==> src/rtl/decode_queue.sv <==
// decode_queue: handshaked mini-MIPS instruction decoder followed by a
// DEPTH-entry FIFO that feeds the register-read/execute stage.
//
// Each accepted instruction is decoded combinationally on entry. Its
// class (R/I/J/illegal), extended immediate and PC are stored next to
// the raw word. The head entry drives the out_* fields, which read zero
// whenever the queue is empty. A flush empties the queue in one edge,
// for use on branch redirects.
//
// Optional build macro: DECODE_ZERO_EXT_LOGIC_EN
//   defined   -> andi/ori/xori (0x0C/0x0D/0x0E) zero-extend the immediate
//   undefined -> every opcode sign-extends the immediate
//
// Ports:
//   clk, rst_n                 clock, asynchronous active-low reset
//   in_valid/in_ready          upstream handshake; in_instr, in_pc payload
//   flush                      discard every queued entry
//   out_valid/out_ready        downstream handshake on the head entry
//   out_opcode..out_addr       instruction fields of the head entry
//   out_type                   0=R, 1=I, 2=J, 3=illegal
//   out_imm, out_pc            extended immediate and PC of the head entry
//   fifo_count                 number of occupied entries
//   illegal_cnt                saturating count of accepted illegal words
module decode_queue #(
  parameter int DEPTH = 4,
  parameter int PC_W  = 32,
  parameter int IMM_W = 32,
  parameter int CNT_W = 16
) (
  input  logic                     clk,
  input  logic                     rst_n,
  input  logic                     in_valid,
  output logic                     in_ready,
  input  logic [31:0]              in_instr,
  input  logic [PC_W-1:0]          in_pc,
  input  logic                     flush,
  output logic                     out_valid,
  input  logic                     out_ready,
  output logic [5:0]               out_opcode,
  output logic [4:0]               out_rs,
  output logic [4:0]               out_rt,
  output logic [4:0]               out_rd,
  output logic [4:0]               out_shamt,
  output logic [5:0]               out_funct,
  output logic [IMM_W-1:0]         out_imm,
  output logic [25:0]              out_addr,
  output logic [1:0]               out_type,
  output logic [PC_W-1:0]          out_pc,
  output logic [$clog2(DEPTH):0]   fifo_count,
  output logic [CNT_W-1:0]         illegal_cnt
);

  localparam int AW = $clog2(DEPTH);
  localparam logic [AW:0] FULL_CNT = (AW+1)'(DEPTH);

  // Entry storage (no reset needed: an entry is only read while valid)
  logic [31:0]      r_instr_mem [DEPTH];
  logic [PC_W-1:0]  r_pc_mem    [DEPTH];
  logic [1:0]       r_type_mem  [DEPTH];
  logic [IMM_W-1:0] r_imm_mem   [DEPTH];

  logic [AW-1:0]    r_wr_ptr;
  logic [AW-1:0]    r_rd_ptr;
  logic [AW:0]      r_count;
  logic [CNT_W-1:0] r_illegal_cnt;

  logic [1:0]       w_type;
  logic [IMM_W-1:0] w_imm;
  logic             w_push;
  logic             w_pop;
  logic [31:0]      w_head_instr;

  // ---------------------------------------------------------------
  // Decode of the incoming word
  // ---------------------------------------------------------------
  always_comb begin
    w_type = 2'd3;
    case (in_instr[31:26])
      6'h00: w_type = 2'd0;
      6'h02, 6'h03: w_type = 2'd2;
      6'h04, 6'h05, 6'h08, 6'h09, 6'h0A, 6'h0C, 6'h0D, 6'h0E, 6'h0F,
      6'h12, 6'h13, 6'h14, 6'h15, 6'h16, 6'h17, 6'h23, 6'h2B:
        w_type = 2'd1;
      default: w_type = 2'd3;
    endcase
  end

  always_comb begin
    w_imm = IMM_W'($signed(in_instr[15:0]));
`ifdef DECODE_ZERO_EXT_LOGIC_EN
    // Logical immediates treat the 16-bit field as unsigned
    if (in_instr[31:26] == 6'h0C || in_instr[31:26] == 6'h0D ||
        in_instr[31:26] == 6'h0E) begin
      w_imm = IMM_W'(in_instr[15:0]);
    end
`else
    w_imm = IMM_W'($signed(in_instr[15:0]));
`endif
  end

  // ---------------------------------------------------------------
  // Handshake
  // ---------------------------------------------------------------
  // No bypass when full: a pop in the same cycle does not open in_ready.
  assign in_ready  = (r_count != FULL_CNT);
  assign out_valid = (r_count != '0);
  assign w_push    = in_valid && in_ready && !flush;
  assign w_pop     = out_valid && out_ready && !flush;

  // ---------------------------------------------------------------
  // Storage write
  // ---------------------------------------------------------------
  always_ff @(posedge clk) begin
    if (w_push) begin
      r_instr_mem[r_wr_ptr] <= in_instr;
      r_pc_mem[r_wr_ptr]    <= in_pc;
      r_type_mem[r_wr_ptr]  <= w_type;
      r_imm_mem[r_wr_ptr]   <= w_imm;
    end
  end

  // ---------------------------------------------------------------
  // Pointers, occupancy and illegal counter
  // ---------------------------------------------------------------
  always_ff @(posedge clk or negedge rst_n) begin
    if (!rst_n) begin
      r_wr_ptr      <= '0;
      r_rd_ptr      <= '0;
      r_count       <= '0;
      r_illegal_cnt <= '0;
    end else if (flush) begin
      // Write pointer is left where it was, so the dropped push leaves no trace
      r_rd_ptr <= r_wr_ptr;
      r_count  <= '0;
    end else begin
      if (w_push) begin
        r_wr_ptr <= r_wr_ptr + 1'b1;
      end
      if (w_pop) begin
        r_rd_ptr <= r_rd_ptr + 1'b1;
      end
      if (w_push && !w_pop) begin
        r_count <= r_count + 1'b1;
      end else if (!w_push && w_pop) begin
        r_count <= r_count - 1'b1;
      end
      if (w_push && (w_type == 2'd3) && (r_illegal_cnt != '1)) begin
        r_illegal_cnt <= r_illegal_cnt + 1'b1;
      end
    end
  end

  // ---------------------------------------------------------------
  // Head outputs, zeroed while the queue is empty
  // ---------------------------------------------------------------
  assign w_head_instr = out_valid ? r_instr_mem[r_rd_ptr] : 32'd0;

  assign out_opcode  = w_head_instr[31:26];
  assign out_rs      = w_head_instr[25:21];
  assign out_rt      = w_head_instr[20:16];
  assign out_rd      = w_head_instr[15:11];
  assign out_shamt   = w_head_instr[10:6];
  assign out_funct   = w_head_instr[5:0];
  assign out_addr    = w_head_instr[25:0];
  assign out_type    = out_valid ? r_type_mem[r_rd_ptr] : 2'd0;
  assign out_imm     = out_valid ? r_imm_mem[r_rd_ptr]  : '0;
  assign out_pc      = out_valid ? r_pc_mem[r_rd_ptr]   : '0;
  assign fifo_count  = r_count;
  assign illegal_cnt = r_illegal_cnt;

endmodule

==> config.mk <==
export PLATFORM = sky130hd
export DESIGN_NAME = decode_queue
export DESIGN_NICKNAME = d
export VERILOG_FILES = /design/src/rtl/decode_queue.sv
export SDC_FILE = /design/constraint.sdc
export NUM_CORES = 1
export LEC_CHECK = 0
export CAP_MARGIN = 40
export CORE_ASPECT_RATIO = 1.75
export CORE_UTILIZATION = 52
export CTS_CLUSTER_SIZE = 14
export DETAILED_ROUTE_END_ITERATION = 8
export MAX_ROUTING_LAYER = met4
export PLACE_DENSITY = 0.79
export SYNTH_ARGS = -nofsm -noshare
export SYNTH_HDL_FRONTEND = slang
export SYNTH_SLANG_ARGS = --single-unit
export TNS_END_PERCENT = 5
==> constraint.sdc <==
create_clock -name clk -period 4.2 [get_ports clk]
set_input_delay 1.26 -clock clk [delete_from_list [all_inputs] [get_ports clk]]
set_output_delay 1.26 -clock clk [all_outputs]
set_load 0.05 [all_outputs]
==> impl_metrics.toml <==
[finish]
fillCellCount = 1517
nets = 870
drive_gt1_frac = 0.1786
syn_to_final_growth_pct = 26.14
final-instance-count-excl-fill = 1111
seq_area_sq_um = 8511
multi_input_area_sq_um = 2671

[grt]
grt_usage = 0.2158
grt_max_degree = 46
first_global_vias = 6548
grt_pass1_wl_mm = 36.57
grt_antenna_before_repair = 3
overflow = 0

[placed_design]
gp_congestion = 0.7729
place.detailed.hpwl_mm = 15.51
port-buffer-count = 213
dp_slack_ns = 0.4998
dp.cells = 1064

[worst_setup_path]
critPathMaxFanout = 18
critical_path_class = "reg -> out"
start_kind = "flop"
worstReg2RegStart = "fifo_count[0]"
cp-end-kind = "output pin"
arrival_ns = 2.84
r2r_cells = 8
path_cells = "buf_12, mux4_2, and2_1, clkdlybuf4s50_1"
required_ns = 2.94
slowest_delay_ns = 0.70
ff2ff_setup_slack_ns = 1.60
rr_endpoint = "fifo_count[2]"
crit_slowest_cell = "clkdlybuf4s50_1"

[hold_path]
whs_endpoint = "illegal_cnt[15]"
hold_path_class = "reg -> reg"
min_path_cells = 1
min-delay-start = "illegal_cnt[15]"

[logic_synthesis]
yosysUniqueCellTypes = 40
yosysSeqAreaShare = 0.7238
ys_warn_count = 0
synth_cells = 620
synth_top_area_share = 0.6748
postSynthNetCount = 695
yosys-top-cells-area = "edfxtp_1 67%, mux4_2 13%, dfrtp_1 4.9%, and2_1 3.8%, buf_4 3.7%"
syn_area_sq_um = 11750
synth-seq-cells = 287
yosys.area.top_type = "edfxtp_1"
syn_avg_cell_area_sq_um = 18.95

[clock_tree]
hold_buffers = 0
cts_tree = "built"
clockRootBuffer = "clkbuf_16"
clkTransAtPathRegs_ns = 0.06
postCtsSetupBuffers = 0
cts_max_level = 1
cts_sinks = 287
cts_buffer_depth = 3
clk_latency_ns = 0.52
cts_buffers = 25

[timing]
setup_tns_ns = 0
tightest_slew_ns = 0.5715
rsz0062_at_grt = "false"
fmax_mhz = 243.6
setup_viol = 0
period_needed_ns = 4.104
finClkSkew_ns = 0.01228
finalMaxSlewViolations = 0
min_period_over_period = 0.9772
hold_violations = 0
slew_headroom = 0.6178
setup_ws_ns = 0.09560

[routing]
drt_drc_violations_left = 0
drt_first_iter_violations = 391
drt_wl_total_mm = 23.57
routed-via-count = 6104
via_per_inst = 5.494
wl_per_cell_um = 21.21
ant_nets = 0
first_pass_iters = 5

[run_status]
status = "finished clean"

[job]
maxCapViolCount = 0

[floorplanning]
die_w_um = 115.6
fp.dieArea_sq_um = 23220
start_util = 0.5301
num_io_pins = 214
num_rows = 72
coreArea_sq_um = 22160
die_h_um = 200.8
-- worst max path at each step --
stage                            endpoint  slack (ns)        start
after floorplan           r_imm_mem[0][0]        0.15        flush
after global placement        out_type[0]        0.55  r_rd_ptr[0]
after detailed placement  r_pc_mem[1][11]        0.50        flush
after CTS                   out_opcode[0]       0.005  r_rd_ptr[0]
after global routing         out_shamt[0]       0.001  r_rd_ptr[0]
final                       out_opcode[4]         0.1  r_rd_ptr[0]
-- synth_stat cells (all sizes together) --
cell type / instances
fa: 1
nand4bb: 1
a22oi: 1
nor4: 4
nor3b: 1
a211oi: 1
nand2b: 3
o21ai: 7
nand3: 8
o2111ai: 1
and3: 3
ha: 5
nor2: 8
mux4: 66
nor3: 6
nand4: 8
edfxtp: 264
and4: 1
dfrtp: 23
inv: 9
or3: 1
o41ai: 1
a311oi: 1
o31a: 1
and3b: 1
clkbuf: 11
a21oi: 3
nand2: 14
xor2: 7
xnor2: 12
mux2i: 1
and2: 72
or3b: 1
buf: 73
-- kinds of logic after synthesis --
logic type                 count (synthesis)  share of synthesized area
AOI/OAI and AO/OA                         16                   0.008521
buffers and inverters                     93                    0.04963
DFF                                      287                     0.7238
muxes                                     67                     0.1274
and+or+nand+nor                          132                    0.06944
xor gates and xnor gates                  19                    0.01417
adders and majority gates                  6                   0.007030
-- per-stage QoR --
| stage | area [sq um] | util | hold slack, ns |
|---|---|---|---|
| global route | 14820 | 0.6686 | 0.5325 |
| floorplan | 11750 | - | 0.5027 |
| global placement | 13910 | 0.6275 | 0.4873 |
| finish | 14820 | 0.6686 | 0.5121 |
| CTS | 14660 | 0.6613 | 0.5072 |
| detailed placement | 13930 | 0.6287 | 0.4898 |
-- flip-flops by register name (all words and copies together), names as in the netlist --
signal	flops
r_imm_mem	64
r_instr_mem	64
r_wr_ptr	2
fifo_count	3
r_type_mem	8
r_pc_mem	128
illegal_cnt	16
r_rd_ptr	2
-- per-layer routing --
layer | up-vias | global-route usage | share of wire
li1 | 2703 | - | -
met1 | 3165 | 0.2619 | 0.37
met2 | 202 | 0.3730 | 0.56
met3 | 34 | 0.02868 | 0.050
met4 | 0 | 0.06685 | 0.022
met5 | - | - | 0
-- repair_timing --
action | CTS | global route
hold endpoints to repair | 0 | 0
setup endpoints to repair | 7 | 78
gates resized for setup | 7 | 62
-- final cells by class --
cell class / instances / area share
clock inverter: 8 / 0.004306
multi-input combinational: 240 / 0.1803
antenna: 3 / 0.0005066
inverter: 9 / 0.002449
clock buffer: 36 / 0.04501
tap: 296 / 0.02499
sequential: 287 / 0.5743
timing repair buffer: 232 / 0.1681
-- placed cells by master, fill, tap and decap left out, drive strengths merged, types with 10 or more instances in the layout --
master and n:
xnor2 12, edfxtp 264, and2 72, clkdlybuf4s50 126, nand2 14, buf 38, mux4 66, inv 10
dfrtp 23, clkbuf 36, dlymetal6s2s 61
-- worst max-delay path, delay by kind of cell (launching register included) --
family | cells | cell delay (ns)
AND/OR/NAND/NOR | 1 | 0.18
multiplexers | 1 | 0.54
flip-flops | 1 | 0.65
buffers and inverters | 2 | 0.95
Power is not shown: default switching activity piles up to over one toggle a cycle in this logic, so the estimate is an artifact.
